`src/rtl/ac_motor_ramp_control.sv`:
```
// ac_motor_ramp_control: slew-limited power ramp with start/stop FSM driving V/f modulator words
module ac_motor_ramp_control #(
    parameter int RES_BITS   = 12,
    parameter int DELAY_BITS = 11,
    parameter int DELAY_MIN  = 1000,
    parameter int RATE_BITS  = 16
) (
    input  logic                  CLK,
    input  logic                  RST,
    input  logic                  ENABLE,
    input  logic [RES_BITS-1:0]   POWER,
    input  logic [15:0]           MOD_DELAY_UMIN,
    input  logic [RATE_BITS-1:0]  RAMP_RATE,
    output logic                  MODULATION,
    output logic [DELAY_BITS-1:0] DELAY,
    output logic [RES_BITS-1:0]   FREQUENCY,
    output logic [RES_BITS-1:0]   AMPLITUDE,
    output logic [1:0]            STATE,
    output logic                  AT_TARGET
);
    typedef enum logic [1:0] {IDLE, RAMP, RUN, STOP} state_t;
    state_t state, state_nx;
    logic [RES_BITS-1:0] target, p, p_nx, u_min_ext;
    logic [6:0] u_min, delay_add;
    logic mod_req, en, tick;
    logic [RATE_BITS-1:0] presc, presc_nx, rate_l, rate_cur;
    logic [DELAY_BITS:0] delay_sum;
    // rate is sampled only when a prescaler period starts, so a new RAMP_RATE lands at the next wrap
    assign rate_cur = (presc == '0) ? ((RAMP_RATE == '0) ? RATE_BITS'(1) : RAMP_RATE) : rate_l;
    assign tick = (state == RAMP || state == STOP) && presc == rate_cur - RATE_BITS'(1);
    assign u_min_ext = RES_BITS'(u_min);
    assign delay_sum = (DELAY_BITS+1)'(DELAY_MIN) + (DELAY_BITS+1)'(delay_add);
    // register the raw host inputs; everything downstream uses these copies
    always_ff @(posedge CLK) begin
        if (RST) begin
            target    <= '0;
            u_min     <= '0;
            delay_add <= '0;
            mod_req   <= 1'b1;
            en        <= 1'b0;
        end else begin
            target    <= POWER;
            u_min     <= MOD_DELAY_UMIN[7:1];
            delay_add <= MOD_DELAY_UMIN[14:8];
            mod_req   <= MOD_DELAY_UMIN[15];
            en        <= ENABLE;
        end
    end
    // next state, next ramped power and prescaler; stop request beats reaching the target
    always_comb begin
        state_nx = state;
        p_nx     = p;
        case (state)
            IDLE: begin
                p_nx     = '0;
                state_nx = en ? RAMP : IDLE;
            end
            RAMP: begin
                p_nx     = !tick ? p : (p < target) ? p + RES_BITS'(1) : (p > target) ? p - RES_BITS'(1) : p;
                state_nx = !en ? STOP : (p_nx == target) ? RUN : RAMP;
            end
            RUN: state_nx = !en ? STOP : (target != p) ? RAMP : RUN;
            STOP: begin
                p_nx     = (tick && p != '0) ? p - RES_BITS'(1) : p;
                state_nx = en ? RAMP : (p_nx == '0) ? IDLE : STOP;
            end
            default: state_nx = IDLE;
        endcase
        presc_nx = (state_nx != state || state == IDLE || state == RUN || tick) ? '0 : presc + RATE_BITS'(1);
    end
    // FSM, ramp value and prescaler registers
    always_ff @(posedge CLK) begin
        if (RST) begin
            state  <= IDLE;
            p      <= '0;
            presc  <= '0;
            rate_l <= RATE_BITS'(1);
        end else begin
            state  <= state_nx;
            p      <= p_nx;
            presc  <= presc_nx;
            rate_l <= (presc == '0) ? rate_cur : rate_l;
        end
    end
    // registered drive words; modulation mode may only change while idle
    always_ff @(posedge CLK) begin
        if (RST) begin
            MODULATION <= 1'b1;
            DELAY      <= '1;
            FREQUENCY  <= '1;
            AMPLITUDE  <= '0;
            STATE      <= 2'd0;
            AT_TARGET  <= 1'b0;
        end else begin
            MODULATION <= (state == IDLE) ? mod_req : MODULATION;
            DELAY      <= delay_sum[DELAY_BITS] ? '1 : delay_sum[DELAY_BITS-1:0];
            FREQUENCY  <= ~p;
            AMPLITUDE  <= (state == IDLE) ? '0 : (p > u_min_ext) ? p : u_min_ext;
            STATE      <= state;
            AT_TARGET  <= (state == RUN);
        end
    end
endmodule

```
`config.mk`:
```
export PLATFORM = sky130hd
export DESIGN_NAME = ac_motor_ramp_control
export DESIGN_NICKNAME = d
export VERILOG_FILES = /design/src/rtl/ac_motor_ramp_control.sv
export SDC_FILE = /design/constraint.sdc
export NUM_CORES = 1
export LEC_CHECK = 0
export BUFFER_PORTS_ARGS = -buffer_cell sky130_fd_sc_hd__buf_2
export CAP_MARGIN = 20
export CORE_ASPECT_RATIO = 1.25
export CORE_MARGIN = 1.5
export CORE_UTILIZATION = 30
export CTS_CLUSTER_DIAMETER = 80
export CTS_CLUSTER_SIZE = 25
export DETAILED_ROUTE_END_ITERATION = 8
export PLACE_DENSITY = 0.55
export SLEW_MARGIN = 20
export SYNTH_ARGS = -nofsm -noshare
export SYNTH_HDL_FRONTEND = slang
export SYNTH_SLANG_ARGS = --single-unit
```
`constraint.sdc`:
```
create_clock -name CLK -period 4.6 [get_ports CLK]
set_input_delay 0.23 -clock CLK [delete_from_list [all_inputs] [get_ports CLK]]
set_output_delay 0.23 -clock CLK [all_outputs]
set_load 0.01 [all_outputs]
```
=== Word level (Yosys, flattened, before mapping) ===
Cells that the tools add are included.

* Mux-type cells: 16
* Reductions and logical operators: 16
* Add/subtract/negate cells: 5
* Magnitude comparators: 3
* Shifts and indexed selects: 0
* Divide/modulo/power cells: 0
* Equality and inequality tests: 7
* Bitwise gates (word level): 2
* Multiply operators: 0

{| class="wikitable"
|+ Operator list
! cell !! count
|-
| $mux 12 || 4
|-
| $pmux 12 s3 || 1
|-
| $logic_not 16->1 || 2
|-
| $mux 16 || 2
|-
| $add 16x1->16 const B || 1
|-
| $eq 16x16->1 || 1
|-
| $sub 16x1->16 const B || 1
|-
| $add 12x1->12 const B || 1
|-
| $eq 12x12->1 || 1
|-
| $gt 12x12->1 || 1
|-
| $gt 12x7->1 || 1
|-
| $logic_not 12->1 || 1
|-
| $lt 12x12->1 || 1
|-
| $mux 2 || 6
|-
| $ne 12x12->1 || 1
|-
| $not 12->12 || 1
|-
| $reduce_bool 12->1 || 1
|-
| $sub 12x1->12 const B || 1
|-
| $add 10x7->11 const A || 1
|-
| $pmux 2 s4 || 1
|-
| $mux 7 || 1
|-
| $reduce_or 2->1 || 3
|-
| $eq 2x2->1 const B || 2
|-
| $logic_or 1x1->1 || 4
|-
| other kinds (8) || 9
|}

* Output and inout port bits: 39
* Bits in latches: 0
* Input bits: 47
* Memories: 0
* Word-level logic and storage cells: 65
* Register bits after elaboration: 113
* Bits in writable memories: 0
* Memory bits (read-only): 0

=== Logic depth before layout (Yosys ltp) ===
* Word-level depth: 17
* Depth in mapped cells: 22
* Gate-level depth less buffers: 18

=== Worst setup path after synthesis ===
OpenSTA, ideal clock, no wires.

* Path kind: register to register
* Start: reg presc[2]
* End: reg presc[0]
* Path slack: -0.448 ns
* Library setup time: 0.121 ns
* Arrival time: 4.928 ns
* Stages on the path, launching flop included: 20
* Path buffers: 4
* Period minus slack after synthesis: 5.048 ns
* Data required time: 4.479 ns
* Cell sequence: dfxtp_1 nor4_2 and4_1 buf_6 buf_4 mux2i_1 ha_1 nor3b_1 nand2_1 o31ai_1 a32oi_1 or4b_1 or2_1 or4b_1 buf_2 o22ai_1 o211ai_2 nor3_4 buf_6 nor3_1

* Cells in the longest elaborated chain, start to end: 16
* Elaborated cells on any way between the ends: 20
* Those cells by class: add/sub (1); eq/ne (3); mux (8); reduce/logical (8)

{| class="wikitable"
|+ Ends and longest elaborated chain
! element !! RTL line !! RTL
|-
| start, declared || 26 || <nowiki>logic [RATE_BITS-1:0] presc, presc_nx, rate_l, rate_cur;</nowiki>
|-
| start signal, assigned || 81 || <nowiki>presc <= presc_nx;</nowiki>
|-
| $logic_not 16->1 || 29 || <nowiki>assign rate_cur = (presc == '0) ? ((RAMP_RATE == '0) ? RATE_BITS'(1) : RAMP_RATE) : rate_l;</nowiki>
|-
| $mux 16 || 29 ||
|-
| $sub 16x1->16 || 30 || <nowiki>assign tick = (state == RAMP || state == STOP) && presc == rate_cur - RATE_BITS'(1);</nowiki>
|-
| $eq 16x16->1 (*) || 30 ||
|-
| $logic_and 1x1->1 (*) || 30 ||
|-
| $logic_and 1x1->1 || 64 || <nowiki>p_nx = (tick && p != '0) ? p - RES_BITS'(1) : p;</nowiki>
|-
| $mux 12 || 64 ||
|-
| $logic_not 12->1 || 65 || <nowiki>state_nx = en ? RAMP : (p_nx == '0) ? IDLE : STOP;</nowiki>
|-
| $mux 2 (2 in a row) || 65 ||
|-
| $pmux 2 s4 || 53 || <nowiki>case (state)</nowiki>
|-
| $ne 2x2->1 || 69 || <nowiki>presc_nx = (state_nx != state || state == IDLE || state == RUN || tick) ? '0 : presc + RATE_BITS'(1);</nowiki>
|-
| $logic_or 1x1->1 (2 in a row) || 69 ||
|-
| $logic_or 1x1->1 (*) || 69 ||
|-
| $reduce_or 2->1 (no source line) (*) || n/a ||
|}

Mark *: on every way between the ends. The rest lies on a longest branch, timed or not.
A chain may end at the register's enable or synchronous reset.

=== Worst setup path in the final report ===
* Start: reg presc[1]
* End: reg presc[12]

* Cells in the longest elaborated chain, start to end: 16
* Elaborated cells on any way between the ends: 21
* Those cells by class: add/sub (2); eq/ne (3); mux (8); reduce/logical (8)

{| class="wikitable"
|+ Ends and longest elaborated chain
! element !! RTL line
|-
| $logic_not 16->1 || 29
|-
| $mux 16 || 29
|-
| $sub 16x1->16 || 30
|-
| $eq 16x16->1 || 30
|-
| $logic_and 1x1->1 || 30
|-
| $logic_and 1x1->1 || 64
|-
| $mux 12 || 64
|-
| $logic_not 12->1 || 65
|-
| $mux 2 (2 in a row) || 65
|-
| $pmux 2 s4 || 53
|-
| $ne 2x2->1 || 69
|-
| $logic_or 1x1->1 (3 in a row) || 69
|-
| $reduce_or 2->1 (no source line) || n/a
|}

Several ways; a longest one is shown, not always the timed one.

==> metrics.md <==
| Metric | Value |
|---|---|
| Post-synth EDFFs | 0 |
| Worst Path Max Fanout | 8 |
| Via count | 7203 |
| Design area | 9447 µm² |
| Met3 Use GR | 0.02917 |
| Yosys reg bits | 112 |
| NetSw | 644.1 µW |
| Final worst-path cycle share | 1.033 |
| Fmax | roughly 210 MHz |
| Top_reg_cell synth | dfxtp_1 |
| Initial antenna violation count | 0 |
| Critical path class | flop to flop |
| Detail Placement HPWL | 17500 µm |
| GP Congestion | 0.9360 |
| Final wirelength | 23640 µm |
| Commonest non-fill, non-tap cell in the layout | buf_4 |
| Max_cap viols | 0 |
| Post-synthesis cell type count | 78 |
| R2R setup slack | -0.15 ns |
| Die area | 24840 µm² |
| CTS Sinks | 112 |
| Final Hold Fails | 0 |
| Worst rel slew slack | 0.2863 |
| Async SR Flop Fraction | 0 |
| Violated checks | setup timing |
| Die width | 141.3 µm |
| DRT Pass-1 Iters | 5 |
| Sw Share | 0.2864 |
| # rows | 63 |
| Leak | 3.884 nW |
| Via density | between 5 and 6 |
| Worst Hold End | mod_req |
| Highest ir drop seen on vdd | 0.1564 mV |
| Setup ws final | -0.1520 ns |
| Drt wl/cell | 17.43 µm |
| CORE AREA | ~24000 µm² |
| R2r endpoint | presc[12] |
| I/O pin count | 86 |
| CP endpoint kind | flop |
| Nets | ~1100 |
| Syn avg cell area | 7.994 µm² |
| Int Pwr | 1.605 mW |
| Critical hold path startpoint | MOD_DELAY_UMIN[15] |
| Mapped Area | 7171 µm² |
| Commonest cells after routing, fill and taps aside | buf_4 (114), dfxtp_1 (110), buf_2 (84), nor2_1 (82), nand2_1 (77) |
| Vias in the first global route | 6881 |
| Number of CTS-inserted buffers | 9 |
| Port Buffers | 84 |
| Area Growth Syn to Fin | 31.74% |
| CTS Root Cell | clkbuf_16 |
| Hold WC Path Type | primary input to flop |
| R2R Path Start | presc[1] |
| Remaining antenna violation count after routing | 0 |
| Arrival @ worst endpoint | 5.01 ns |
| Hold depth | 2 |
| Grt peak-use layer | met2 |
| Status | complete, but fails checks |
| R2R depth | 20 |
| Max Clock Skew | 0.01540 ns |
| Sequential fraction of design power | 0.459 |
| Worst setup path start | presc[1] |
| Clock Power Share | 0.382 |
| Pwr/cell area | 238.1 nW/µm² |
| WP data required | 4.85 ns |
| Post-Syn Instances | 897 |
| Die Ht | approximately 180 µm |
| Worst-Margin Slew | 1.068 ns |
| RSZ-0062 raised after global routing | yes |
| Residual DRC count | 0 |
| Combinational fraction of design power | 0.159 |
| Utilization after layout | 0.4008 |
| Slew Limit Fails | 0 |
| Placed Area | 8618 µm² |
| H-tree depth | 3 |
| Starting Density | 0.3042 |
| GRT Resource Usage Total | 0.1884 |
| ANT cells | 0 |
| Layout cell share with drive strength beyond 1 | 0.2970 |
| CTS tree | done |
| CP startpoint kind | flop |
| Met1 Usage GRT | 0.2136 |
| Final min period | approximately 4.8 ns |
| First DRT Iteration DRCs | approximately 510 |
| Synthesized Nets | 971 |
| Syn. warnings | 0 |
| CTS Buffer Depth | 2 |
| Met2 Track Usage GR | 0.3360 |
| Clk slew on worst S/H paths | 0.08 ns |
| Clk_lat worst skew | roughly 0.37 ns |
| First-pass GRT wire length | between 30000 and 40000 µm |
| Sequential share of the synthesized area | 0.3127 |
| Overflow after GRT | 0 |
| Final setup violating endpoints | 19 |
| Largest net degree at the start of global routing | 62 |
flip-flops by register name, summed over array words and instances, names as in the netlist:
signal / cells
delay_add: 7
p: 12
STATE: 2
en: 1
presc: 16
target: 12
u_min: 7
rate_l: 16
AMPLITUDE: 12
state: 2
AT_TARGET: 1
MODULATION: 1
DELAY: 10
mod_req: 1
FREQUENCY: 12
critical path, stage by stage (launching register included):
cell and delay [ns]:
dfxtp_2 0.33, inv_2 0.06, ha_4 0.12, nor4b_4 0.20, and4_4 0.31, mux2i_4 0.28
ha_4 0.19, nor3b_4 0.21, buf_6 0.14, nand2_4 0.05, o31ai_4 0.25, a32oi_1 0.12
or4b_1 0.55, or4_4 0.57, buf_6 0.15, nor3_4 0.31, buf_6 0.18, a21oi_4 0.06
o211ai_4 0.28, clkbuf_16 0.22, nor3_2 0.04
metal layers:
metal | vias to the layer above | routed length (µm)
met4 | 0 | 1225
met3 | 67 | 917
met2 | 239 | 11940
met5 | - | 0
li1 | 3526 | -
met1 | 3371 | 9559
logic make-up after synthesis:
group | Yosys count | synth area share
AO/OA/AOI/OAI | 164 | 0.1605
XOR/XNOR | 55 | 0.06823
adder cells (fa/ha/maj) | 27 | 0.04711
buffers and inverters | 95 | 0.05706
flip-flops | 112 | 0.3127
multiplexers | 31 | 0.04432
AND/OR/NAND/NOR | 413 | 0.3101
cells in the mapped netlist (4+ instances only):
library cell,instances,area share
o211ai_1,4,0.0042
nand3b_1,5,0.0052
nand4_1,10,0.0087
and3_1,8,0.0070
a32oi_1,5,0.0061
nand3_1,33,0.023
nor3b_1,4,0.0042
a211o_1,5,0.0061
nor4_1,17,0.015
a21oi_1,44,0.031
clkbuf_1,41,0.021
nor2_1,86,0.045
or4_1,7,0.0073
a311oi_1,5,0.0061
a41oi_1,6,0.0073
ha_1,27,0.047
and4_1,7,0.0086
xor2_1,21,0.026
mux2_2,6,0.0094
a211oi_1,10,0.010
a31oi_1,7,0.0061
o21ai_0,20,0.014
xnor2_1,33,0.040
o22ai_1,8,0.0070
o31ai_1,7,0.0073
nor4b_1,4,0.0049
nand2_1,80,0.042
nor2b_1,42,0.037
buf_2,5,0.0035
mux2i_1,25,0.035
nor3_1,42,0.029
or3_1,10,0.0087
o21a_1,5,0.0052
inv_1,38,0.020
nand2b_1,26,0.023
or2_2,10,0.0087
buf_6,5,0.0079
dfxtp_1,112,0.31
power groups by stage:
stage / logic (mW) / registers (mW) / clock network, mW
2_1_floorplan: 0.208 / 1.05 / 0
3_3_place_gp: 0.334 / 1.06 / 0
3_5_place_dp: 0.335 / 1.06 / 0
4_1_cts: 0.340 / 1.03 / 0.888
5_1_grt: 0.392 / 1.04 / 0.920
6_report: 0.358 / 1.03 / 0.859
how the worst max path moves through the flow:
stage	to	slack, ns	depth (start not counted)
final	presc[12]	-0.15	20
after global routing	presc[12]	-0.33	20
after CTS	state[0]	-0.01	20
after detailed placement	state[0]	-0.43	18
after global placement	state[0]	-0.30	18
after floorplan	presc[0]	-0.07	20
stage by stage:
stage                     worst slack (ns)  std cells  total power, mW  hold slack [ns]  TNS (ns)
after floorplan                   -0.06680        897            1.259           0.3338   -0.7124
after global placement             -0.3033       1319            1.389           0.3908    -4.556
after detailed placement           -0.4279       1319            1.390           0.3950    -7.122
after CTS                         -0.01259       1339            2.260          0.04478  -0.01906
after global routing               -0.3294       1356            2.350          0.05573    -6.929
final                              -0.1520       1356            2.249          0.05515    -2.203
cell type report:
cell class	instances	area (µm²)
fill	2408	14120
tap	292	365.4
inverter	38	142.6
timing repair buffer	208	1441
clock buffer	9	225.2
clock inverter	7	100.1
multi-input combinational	690	4927
sequential	112	2245
what timing repair did:
action	4_1_cts	5_1_grt
setup endpoints to repair	26	28
pin swaps	7	27
buffers inserted	4	16
cloned	0	1
hold buffers	0	0
gates resized for setup	8	58
Note: power is estimated with default switching activity, not from simulation.
